**config.mk**
```make
export PLATFORM = sky130hd
export DESIGN_NAME = ctrl_nibble_sequencer_flat
export DESIGN_NICKNAME = d
export VERILOG_FILES = /design/src/rtl/ctrl_seq_pkg.sv /design/src/rtl/ctrl_nibble_sequencer_if.sv /design/src/rtl/ctrl_step_table.sv /design/src/rtl/ctrl_nibble_sequencer.sv /design/src/flat_wrapper.sv
export SDC_FILE = /design/constraint.sdc
export NUM_CORES = 1
export LEC_CHECK = 0
export BUFFER_PORTS_ARGS = -buffer_cell sky130_fd_sc_hd__clkbuf_2
export CAP_MARGIN = 20
export CORE_MARGIN = 10
export CORE_UTILIZATION = 29
export DETAILED_ROUTE_END_ITERATION = 7
export PLACE_DENSITY = 0.57
export SLEW_MARGIN = 20
export SYNTH_ARGS = -nofsm -noshare
export SYNTH_HDL_FRONTEND = slang
export SYNTH_SLANG_ARGS = --single-unit
```
**constraint.sdc**
```tcl
create_clock -name clk_div -period 2.25 [get_ports clk_div]
set_input_delay 0.3375 -clock clk_div [delete_from_list [all_inputs] [get_ports clk_div]]
set_output_delay 0.3375 -clock clk_div [all_outputs]
set_load 0.01 [all_outputs]
```
**src/rtl/ctrl_seq_pkg.sv**
```systemverilog
// Shared types and layout constants for the control-nibble sequencer.
// Step word = {nib, dwell}; nib occupies the upper NIB_W bits.
package ctrl_seq_pkg;

  localparam int NIB_W = 4;

  typedef enum logic [1:0] {
    MANUAL = 2'd0,
    FETCH  = 2'd1,
    DWELL  = 2'd2,
    DONE   = 2'd3
  } seq_state_e;

  function automatic int step_word_w(input int dwell_w);
    return NIB_W + dwell_w;
  endfunction

endpackage

```
**src/rtl/ctrl_nibble_sequencer_if.sv**
```systemverilog
// Operator/datapath-facing signals of the sequencer; master drives the
// switches and enables, slave is the sequencer itself.
interface ctrl_nibble_sequencer_if #(
  parameter int NSTEPS  = 8,
  parameter int DWELL_W = 4
);
  localparam int IW = $clog2(NSTEPS);

  logic [3:0]         SW;
  logic [DWELL_W-1:0] dwell_in;
  logic               load_btn;
  logic               run_sw;
  logic               tick;
  logic [3:0]         ctrl_nibble;
  logic               ctrl_strobe;
  logic [IW-1:0]      step_idx;
  logic [IW:0]        step_count;
  logic               busy;

  modport master (
    output SW, dwell_in, load_btn, run_sw, tick,
    input  ctrl_nibble, ctrl_strobe, step_idx, step_count, busy
  );

  modport slave (
    input  SW, dwell_in, load_btn, run_sw, tick,
    output ctrl_nibble, ctrl_strobe, step_idx, step_count, busy
  );
endinterface

```
**src/rtl/ctrl_step_table.sv**
```systemverilog
// Step program storage: one synchronous write port, one combinational read
// port. Contents are intentionally left unreset so a program survives BTN0.
module ctrl_step_table #(
  parameter int NSTEPS = 8,
  parameter int WORD_W = 8
) (
  input  logic                      clk_div,
  input  logic                      we_i,
  input  logic [$clog2(NSTEPS)-1:0] waddr_i,
  input  logic [WORD_W-1:0]         wdata_i,
  input  logic [$clog2(NSTEPS)-1:0] raddr_i,
  output logic [WORD_W-1:0]         rdata_o
);

  logic [WORD_W-1:0] mem_q [NSTEPS];

  always_ff @(posedge clk_div) begin
    if (we_i) begin
      mem_q[waddr_i] <= wdata_i;
    end
  end

  assign rdata_o = mem_q[raddr_i];

endmodule

```
**src/rtl/ctrl_nibble_sequencer.sv**
```systemverilog
// Owns ctrl_nibble: follows SW manually or replays the programmed step table.
// Build option CTRL_SEQ_ONESHOT_EN: stop in DONE after the last step instead of looping.
//
// state  | meaning
// MANUAL | ctrl_nibble follows SW; loads append to the table
// FETCH  | present table[step_idx] and reload the dwell counter (1 cycle)
// DWELL  | hold the nibble until the dwell counter expires on a tick
// DONE   | one-shot build only: hold last nibble until run_sw drops
module ctrl_nibble_sequencer
  import ctrl_seq_pkg::*;
#(
  parameter int NSTEPS  = 8,
  parameter int DWELL_W = 4
) (
  input  logic                   clk_div,
  input  logic                   BTN0,
  ctrl_nibble_sequencer_if.slave bus
);

  localparam int IW     = $clog2(NSTEPS);
  localparam int CW     = IW + 1;
  localparam int WORD_W = step_word_w(DWELL_W);

  seq_state_e         state_q;
  logic [NIB_W-1:0]   nib_q;
  logic               strobe_q;
  logic               busy_q;
  logic [IW-1:0]      idx_q;
  logic [CW-1:0]      count_q;
  logic [DWELL_W-1:0] dwell_q;

  logic [WORD_W-1:0]  rd_word;
  logic [NIB_W-1:0]   rd_nib;
  logic [DWELL_W-1:0] rd_dwell;
  logic               load_ok;
  logic               last_step;

  assign rd_nib   = rd_word[WORD_W-1:DWELL_W];
  assign rd_dwell = rd_word[DWELL_W-1:0];

  // Saturating append: a full table silently ignores further loads.
  assign load_ok   = !BTN0 && (state_q == MANUAL) && bus.load_btn
                     && (count_q != CW'(NSTEPS));
  assign last_step = ({1'b0, idx_q} == (count_q - 1'b1));

  ctrl_step_table #(
    .NSTEPS (NSTEPS),
    .WORD_W (WORD_W)
  ) u_table (
    .clk_div (clk_div),
    .we_i    (load_ok),
    .waddr_i (count_q[IW-1:0]),
    .wdata_i ({bus.SW, bus.dwell_in}),
    .raddr_i (idx_q),
    .rdata_o (rd_word)
  );

  always_ff @(posedge clk_div) begin
    if (BTN0) begin
      state_q  <= MANUAL;
      nib_q    <= '0;
      strobe_q <= 1'b0;
      busy_q   <= 1'b0;
      idx_q    <= '0;
      count_q  <= '0;
      dwell_q  <= '0;
    end else begin
      strobe_q <= 1'b0;
      if (load_ok) begin
        count_q <= count_q + 1'b1;
      end
      case (state_q)
        MANUAL: begin
          nib_q    <= bus.SW;
          strobe_q <= (bus.SW != nib_q);
          if (bus.run_sw && (count_q != '0)) begin
            state_q <= FETCH;
            idx_q   <= '0;
            busy_q  <= 1'b1;
          end
        end
        FETCH: begin
          if (!bus.run_sw) begin
            state_q <= MANUAL;
            idx_q   <= '0;
            busy_q  <= 1'b0;
          end else begin
            nib_q    <= rd_nib;
            dwell_q  <= rd_dwell;
            strobe_q <= 1'b1;
            state_q  <= DWELL;
          end
        end
        DWELL: begin
          if (!bus.run_sw) begin
            state_q <= MANUAL;
            idx_q   <= '0;
            busy_q  <= 1'b0;
          end else if (bus.tick) begin
            if (dwell_q != '0) begin
              dwell_q <= dwell_q - 1'b1;
            end else if (last_step) begin
`ifdef CTRL_SEQ_ONESHOT_EN
              state_q <= DONE;
`else
              idx_q   <= '0;
              state_q <= FETCH;
`endif
            end else begin
              idx_q   <= idx_q + 1'b1;
              state_q <= FETCH;
            end
          end
        end
`ifdef CTRL_SEQ_ONESHOT_EN
        DONE: begin
          if (!bus.run_sw) begin
            state_q <= MANUAL;
            idx_q   <= '0;
            busy_q  <= 1'b0;
          end
        end
`endif
        default: begin
          state_q <= MANUAL;
          idx_q   <= '0;
          busy_q  <= 1'b0;
        end
      endcase
    end
  end

  assign bus.ctrl_nibble = nib_q;
  assign bus.ctrl_strobe = strobe_q;
  assign bus.step_idx    = idx_q;
  assign bus.step_count  = count_q;
  assign bus.busy        = busy_q;

endmodule

```
**src/flat_wrapper.sv**
```systemverilog
// flat-port wrapper written by rule: the top's interface ports become plain ports
module ctrl_nibble_sequencer_flat import ctrl_seq_pkg::*;
#(
  parameter int NSTEPS  = 8,
  parameter int DWELL_W = 4
)
  (clk_div, BTN0, bus_SW, bus_dwell_in, bus_load_btn, bus_run_sw, bus_tick, bus_ctrl_nibble, bus_ctrl_strobe, bus_step_idx, bus_step_count, bus_busy);
  ctrl_nibble_sequencer_if #(.NSTEPS(NSTEPS), .DWELL_W(DWELL_W)) bus_i ();
  input  logic clk_div;
  input  logic BTN0;
  input wire logic [$bits(bus_i.SW)-1:0] bus_SW;
  input wire logic [$bits(bus_i.dwell_in)-1:0] bus_dwell_in;
  input wire logic [$bits(bus_i.load_btn)-1:0] bus_load_btn;
  input wire logic [$bits(bus_i.run_sw)-1:0] bus_run_sw;
  input wire logic [$bits(bus_i.tick)-1:0] bus_tick;
  output wire logic [$bits(bus_i.ctrl_nibble)-1:0] bus_ctrl_nibble;
  output wire logic [$bits(bus_i.ctrl_strobe)-1:0] bus_ctrl_strobe;
  output wire logic [$bits(bus_i.step_idx)-1:0] bus_step_idx;
  output wire logic [$bits(bus_i.step_count)-1:0] bus_step_count;
  output wire logic [$bits(bus_i.busy)-1:0] bus_busy;
  assign bus_i.SW = bus_SW;
  assign bus_i.dwell_in = bus_dwell_in;
  assign bus_i.load_btn = bus_load_btn;
  assign bus_i.run_sw = bus_run_sw;
  assign bus_i.tick = bus_tick;
  assign bus_ctrl_nibble = bus_i.ctrl_nibble;
  assign bus_ctrl_strobe = bus_i.ctrl_strobe;
  assign bus_step_idx = bus_i.step_idx;
  assign bus_step_count = bus_i.step_count;
  assign bus_busy = bus_i.busy;
  ctrl_nibble_sequencer #(.NSTEPS(NSTEPS), .DWELL_W(DWELL_W)) u_core (.clk_div(clk_div), .BTN0(BTN0), .bus(bus_i));
endmodule
```
==> impl_metrics.ini, run 1 <==
[placed_design]
io_buffers = 25
dp_hpwl_mm = 5.713
dp_cells = 451
routabilityCongestion = 0.7952
placed_area_um2 = 4136

[cells_and_area]
fill_cells = 1216
drive_gt1_share_pct = 24.07
fin_area_um2 = 4437
synthToLayoutAreaGrowth_pct = 19.43
antenna_cells = 0
fin_nets = 312
instances_no_fill = 467

[detailed_routing]
antenna_left = 0
first_pass_iters = 5
totalWireLength_mm = 7.925
drt_iter0_markers = 174
viasPerCell = 4.690
route.vias.total = 2190
wl_per_cell_um = 16.97
drc = 0

[synth]
ys_seq_area_share_pct = 63.59
netlist_area_um2 = 3715
avgSynthCellArea_um2 = 15.10
synth-seq-cells = 86
syn_inst = 246
yosysUniqueCellTypes = 43
synthFlopType = edfxtp_1
yosysTopAreaCellShare_pct = 51.73
synth_nets = 268
async_flop_share_pct = 0
synth.area.top_cells = edfxtp_1 52%, dfxtp_1 12%, mux4_1 8.5%
yosysTopAreaCell = edfxtp_1
ys_warn_count = 0
synth-edff-count = 64

[worst_setup_path]
worstReg2RegStart = u_core.bus.step_count[0]$_SDFFE_PP0P_
required_ps = 2290
path_class = flop to flop
startpoint = u_core.bus.step_count[0]$_SDFFE_PP0P_
start_kind = flop
cp_max_fo = 8
worstPathArrival_ps = 2050
end_kind = flop

[power]
power_w = 0.004095
switching_share_pct = 26.29
peakVddDrop_mv = 0.4317
p_int_w = 0.003018
p_seq_share_pct = 45.7
cellPowerDensity_nw_per_um2 = 923.0
pwr-share-comb_pct = 18.9
pwr-share-clk_pct = 35.4
leakage_nw = 1.554
p_switching_w = 0.001076

[floorplan]
die-area_um2 = 17740
initial_core_util_pct = 29.56
pin_count = 26
die_x_um = 133.2
placementRows = 41
fp.dieH_um = 133.2
coreArea_um2 = 12570

[global_route]
grtUsageTotal_pct = 9.260
use_met1_pct = 11.14
grt_antenna_before_repair = 0
grt_pass1_vias = 2284
grt-ovfl-total = 0
grt-busiest-layer = met2
grt_use_met2_pct = 15.25
grt_pass1_wl_mm = 12.80
grt_max_degree = 21
met3_usage_pct = 3.759

[clocking]
cts_root_buf = clkbuf_16
cts_tree = done
cts.htree.levels = 3
clock_sinks = 86
clk_pin_slew_ps = 60
clock_latency_ps = 340
cts.path.max_buffers = 2
cts_setup_buffers = 0
cts_buffers = 9

[sta]
finalCritPeriodShare_pct = 89.08
relSlewSlack_pct = 66.06
tns_ps = 0
slew_viol_final = 0
fin_crit_ps = 2004
setup_viol = 0
clock_skew_ps = 7.216
hold_ws_ps = 299.1
hold_violations = 0
rsz0062_at_grt = false
tightest_slew_ps = 503.7
fmax_mhz = 498.9

[run_status]
status = finished, final reports clean

[run]
drv_cap = 0

[hold_path]
hp-class = primary input to flop
hold_start = bus_dwell_in[1]
## repair_timing
| item | in CTS | in global routing |
|---|---|---|
| hold buffers | 0 | 0 |
| setup endpoints to repair | 0 | 65 |
| resized for setup | 0 | 2 |
## routing by layer
layer  up-vias  share of wire [%]  routed length, µm
met5         -                  0                  0
met4         0               0.98                 78
met3        10                5.5                435
met2        46                 49               3873
met1      1089                 45               3539
li1       1045                  -                  -
## path summary, 6_finish.rpt
check | depth (start not counted) | slack [ps] | to
setup / recovery | 6 | 250 | u_core.u_table.mem_q[1][4]$_DFFE_PP_
hold / removal | 1 | 300 | u_core.u_table.mem_q[3][1]$_DFFE_PP_
setup reg to reg | 6 | 250 | u_core.u_table.mem_q[1][4]$_DFFE_PP_
hold reg to reg | 2 | 520 | u_core.bus.ctrl_nibble[0]$_SDFFE_PP0P_
## synth_stat cells (4+ instances only)
library cell  count
nand2b_1          5
a21oi_1           9
ha_1              9
dfxtp_1          22
inv_1            11
xor2_1            6
xnor2_1           4
edfxtp_1         64
nor2_1           21
mux2i_1           4
nor3_1           10
a221oi_1          6
o21ai_0           5
mux2_2            7
nand4_1           4
mux4_1           12
nand2_1          11
mux4_2            4
## sequential cells by signal, summed over array words and instances (netlist names), named ones only
register / cells
u_core.bus.busy: 1
u_core.state_q: 2
u_core.bus.ctrl_strobe: 1
u_core.u_table.mem_q: 64
u_core.bus.ctrl_nibble: 4
u_core.dwell_q: 4
u_core.bus.step_count: 4
u_core.bus.step_idx: 3
## power groups by stage
stage | sequential, W | clock (W) | combinational, W
final | 0.00187 | 0.00145 | 0.000776
after global routing | 0.00188 | 0.00156 | 0.000884
after CTS | 0.00187 | 0.00148 | 0.000781
after detailed placement | 0.00190 | 0 | 0.000779
after global placement | 0.00190 | 0 | 0.000764
after floorplan | 0.00191 | 0 | 0.000495
## final cells by class
| type | count | area [µm²] | share of cell area (%) |
|---|---|---|---|
| tap | 172 | 215.2 | 4.851 |
| timing repair buffer | 43 | 272.8 | 6.148 |
| clock buffer | 13 | 240.2 | 5.415 |
| multi-input combinational | 138 | 1252 | 28.23 |
| clock inverter | 3 | 47.55 | 1.072 |
| inverter | 12 | 45.04 | 1.015 |
| sequential | 86 | 2364 | 53.27 |
## cell usage in the layout, fill, tap and decap left out, types with 5 or more instances in the layout
cell type / count
a221oi_1: 6
a21oi_1: 9
dfxtp_1: 21
nor3_1: 10
xor2_1: 6
mux2_2: 7
clkbuf_2: 25
edfxtp_1: 64
mux4_1: 12
clkbuf_16: 9
nand2_1: 11
nor2_1: 21
nand2b_1: 5
ha_1: 9
o21ai_0: 5
buf_4: 17
inv_1: 11
## logic make-up after synthesis
family / synth area share (%)
fa+ha+maj: 3.031
compound gates: 6.029
xor+xnor: 2.358
buf+inv: 2.997
flops: 63.59
simple gates: 7.882
mux: 14.11
## per-stage QoR
stage / setup WS [ps] / utilization [%]
final: 245.8 / 35.30
after global routing: 34.39 / 35.30
after CTS: 89.99 / 35.20
after detailed placement: 94.27 / 32.91
after global placement: 207.1 / 32.91
after floorplan: -115.3 / -
## critical path, cell delays in order, from the launching register on
cell and delay, ps:
dfxtp_2 390, inv_1 90, ha_1 250, a311oi_4 390, nand2_1 200, nor3_1 170, buf_4 210
(Power assumes the default switching activity.)
==> run 2, diff against run 1 <==
--- a/config.mk
+++ b/config.mk
@@ -6,11 +6,11 @@
 export NUM_CORES = 1
 export LEC_CHECK = 0
 export BUFFER_PORTS_ARGS = -buffer_cell sky130_fd_sc_hd__clkbuf_2
-export CAP_MARGIN = 20
 export CORE_MARGIN = 10
 export CORE_UTILIZATION = 29
 export DETAILED_ROUTE_END_ITERATION = 7
 export PLACE_DENSITY = 0.57
+export SETUP_SLACK_MARGIN = 0.4
 export SLEW_MARGIN = 20
 export SYNTH_ARGS = -nofsm -noshare
 export SYNTH_HDL_FRONTEND = slang
==> run 2 against run 1 <==
  * Die area unchanged
  * Worst setup slack better by 180 ps
  * Flip-flop and latch count unchanged
  * Sequential power about the same
  * Total power up 9.8%
  * Highest routed layer unchanged
  * First-iteration DRC count down 26%
  * Cell count up 1.3%
  * Non-clock buffer count up 6
==> impl_metrics.ini, run 2 (synthesis gave the netlist of run 1 again) <==
[run_status]
status = finished, final reports clean

[worst_setup_path]
start_kind = flop
path_class = flop to flop
max_stage_delay_ps = 360
worstReg2RegStart = u_core.state_q[0]$_SDFFE_PP0P_
worstPathArrival_ps = 1880
startpoint = u_core.state_q[0]$_SDFFE_PP0P_
required_ps = 2300
end_kind = flop
crit_family = buffers and inverters
cp_max_fo = 8
cp_slowest_cell = dfxtp_2
worst-path-buf-inv = 3
worstPathCellList = inv_4 > ha_4 > nand2_2 > a311oi_4 > buf_6 > nand2_4 > nor3_4 > buf_12

[global_route]
grt-ovfl-total = 0
grt_pass1_wl_mm = 13.51
grt_pass1_vias = 2360
grt_max_degree = 21
grt_antenna_before_repair = 0
grtUsageTotal_pct = 10.01

[cells_and_area]
largest_register = u_core.u_table.mem_q
synthToLayoutAreaGrowth_pct = 30.14
fin_nets = 318
layout_common_cells = 64 x edfxtp_1, 25 x clkbuf_2, 16 x buf_4
final_common_cell = edfxtp_1
fill_cells = 1168
largest_reg_flops = 64
antenna_cells = 0
drive_gt1_share_pct = 41.53
final_core_util_pct = 38.47

[floorplan]
placementRows = 41
pin_count = 26
die-area_um2 = 17740
die_x_um = 133.2
coreArea_um2 = 12570
initial_core_util_pct = 29.56
fp.dieH_um = 133.2

[sta]
fin_ws_ps = 429.0
slew_viol_final = 0
fin_crit_ps = 1821
relSlewSlack_pct = 69.43
finalCritPeriodShare_pct = 80.93
tightest_slew_ps = 453.8
hold_ws_ps = 284.0
fmax_mhz = 549.1
clock_skew_ps = 5.468
setup_viol = 0
hold_violations = 0
rsz0062_at_grt = true
tns_ps = 0

[placed_design]
dp_hpwl_mm = 5.667
routabilityCongestion = 0.7635
pre_cts_slack_ps = 142.1
io_buffers = 25

[detailed_routing]
drc = 0
route.vias.total = 2225
first_pass_iters = 4
viasPerCell = 4.704
totalWireLength_mm = 8.714
wl_per_cell_um = 18.42
drt_iter0_markers = 128
antenna_left = 0

[hold_path]
hold_start = bus_dwell_in[0]
hp-class = primary input to flop

[clocking]
cts.path.max_buffers = 2
cts_buffers = 9
cts_tree = done
cts_root_buf = clkbuf_16
clock_sinks = 86
clk_pin_slew_ps = 60
clock_latency_ps = 330
cts.htree.levels = 3

[run]
drv_cap = 0

[power]
cellPowerDensity_nw_per_um2 = 930.2
peakVddDrop_mv = 0.4573
power_w = 0.004497
leakage_nw = 1.659
[run 2: cell count changes in the layout (fill, tap and decap cells not counted), sizes merged]
cell,before,now
inv,12,15
clkbuf,38,34
bufinv,1,2
buf,18,24
[run 2: final timing paths]
check,slack (ps),end,depth (start not counted)
max,430,u_core.u_table.mem_q[1][0]$_DFFE_PP_,8
min reg2reg,530,u_core.dwell_q[1]$_SDFFE_PP0P_,1
max reg2reg,430,u_core.u_table.mem_q[1][0]$_DFFE_PP_,8
min,280,u_core.u_table.mem_q[6][0]$_DFFE_PP_,1
[run 2: power by group]
| part | internal [W] | leakage (nW) | switching [W] |
|---|---|---|---|
| clock | 0.000988 | 0.162 | 0.000631 |
| sequential | 0.00180 | 0.761 | 0.0000996 |
| combinational | 0.000454 | 0.735 | 0.000520 |
| total | 0.00325 | 1.66 | 0.00125 |
[run 2: stage by stage]
| stage | std cells | cell area [µm²] |
|---|---|---|
| 3_3_place_gp | 441 | 4187 |
| 5_1_grt | 473 | 4835 |
| 6_report | 473 | 4835 |
| 4_1_cts | 470 | 4728 |
| 2_1_floorplan | 246 | 3840 |
| 3_5_place_dp | 441 | 4187 |
[run 2: cell type report]
type                       instances  area, µm²  area share, %
sequential                        86       2379          49.20
multi-input combinational        138       1459          30.18
timing repair buffer              49      404.1          8.359
clock buffer                       9      225.2          4.658
tap                              172      215.2          4.451
clock inverter                     7      102.6          2.122
inverter                          12      50.05          1.035
[run 2: worst reg2reg max path, cell delays in order, from the launching register on]
cell      delay [ps]
dfxtp_2          360
inv_4             80
ha_4             160
nand2_2           70
a311oi_4         260
buf_6            160
nand2_4          110
nor3_4           180
buf_12           160
[run 2: what timing repair did]
item,in CTS,in global routing
endpoints found under the hold margin,0,0
cloned,1,0
endpoints found under the setup margin,78,79
hold buffers,0,0
resized for setup,15,27
pin swaps,8,6
buffers inserted,12,3
[run 2: per-layer routing]
layer / share of wire, % / global-route usage (%) / up-vias
met4: 1.0 / 4.353 / 0
met3: 4.4 / 2.218 / 4
met5: 0 / 0 / -
met2: 51 / 16.52 / 42
met1: 44 / 12.31 / 1134
li1: - / - / 1045
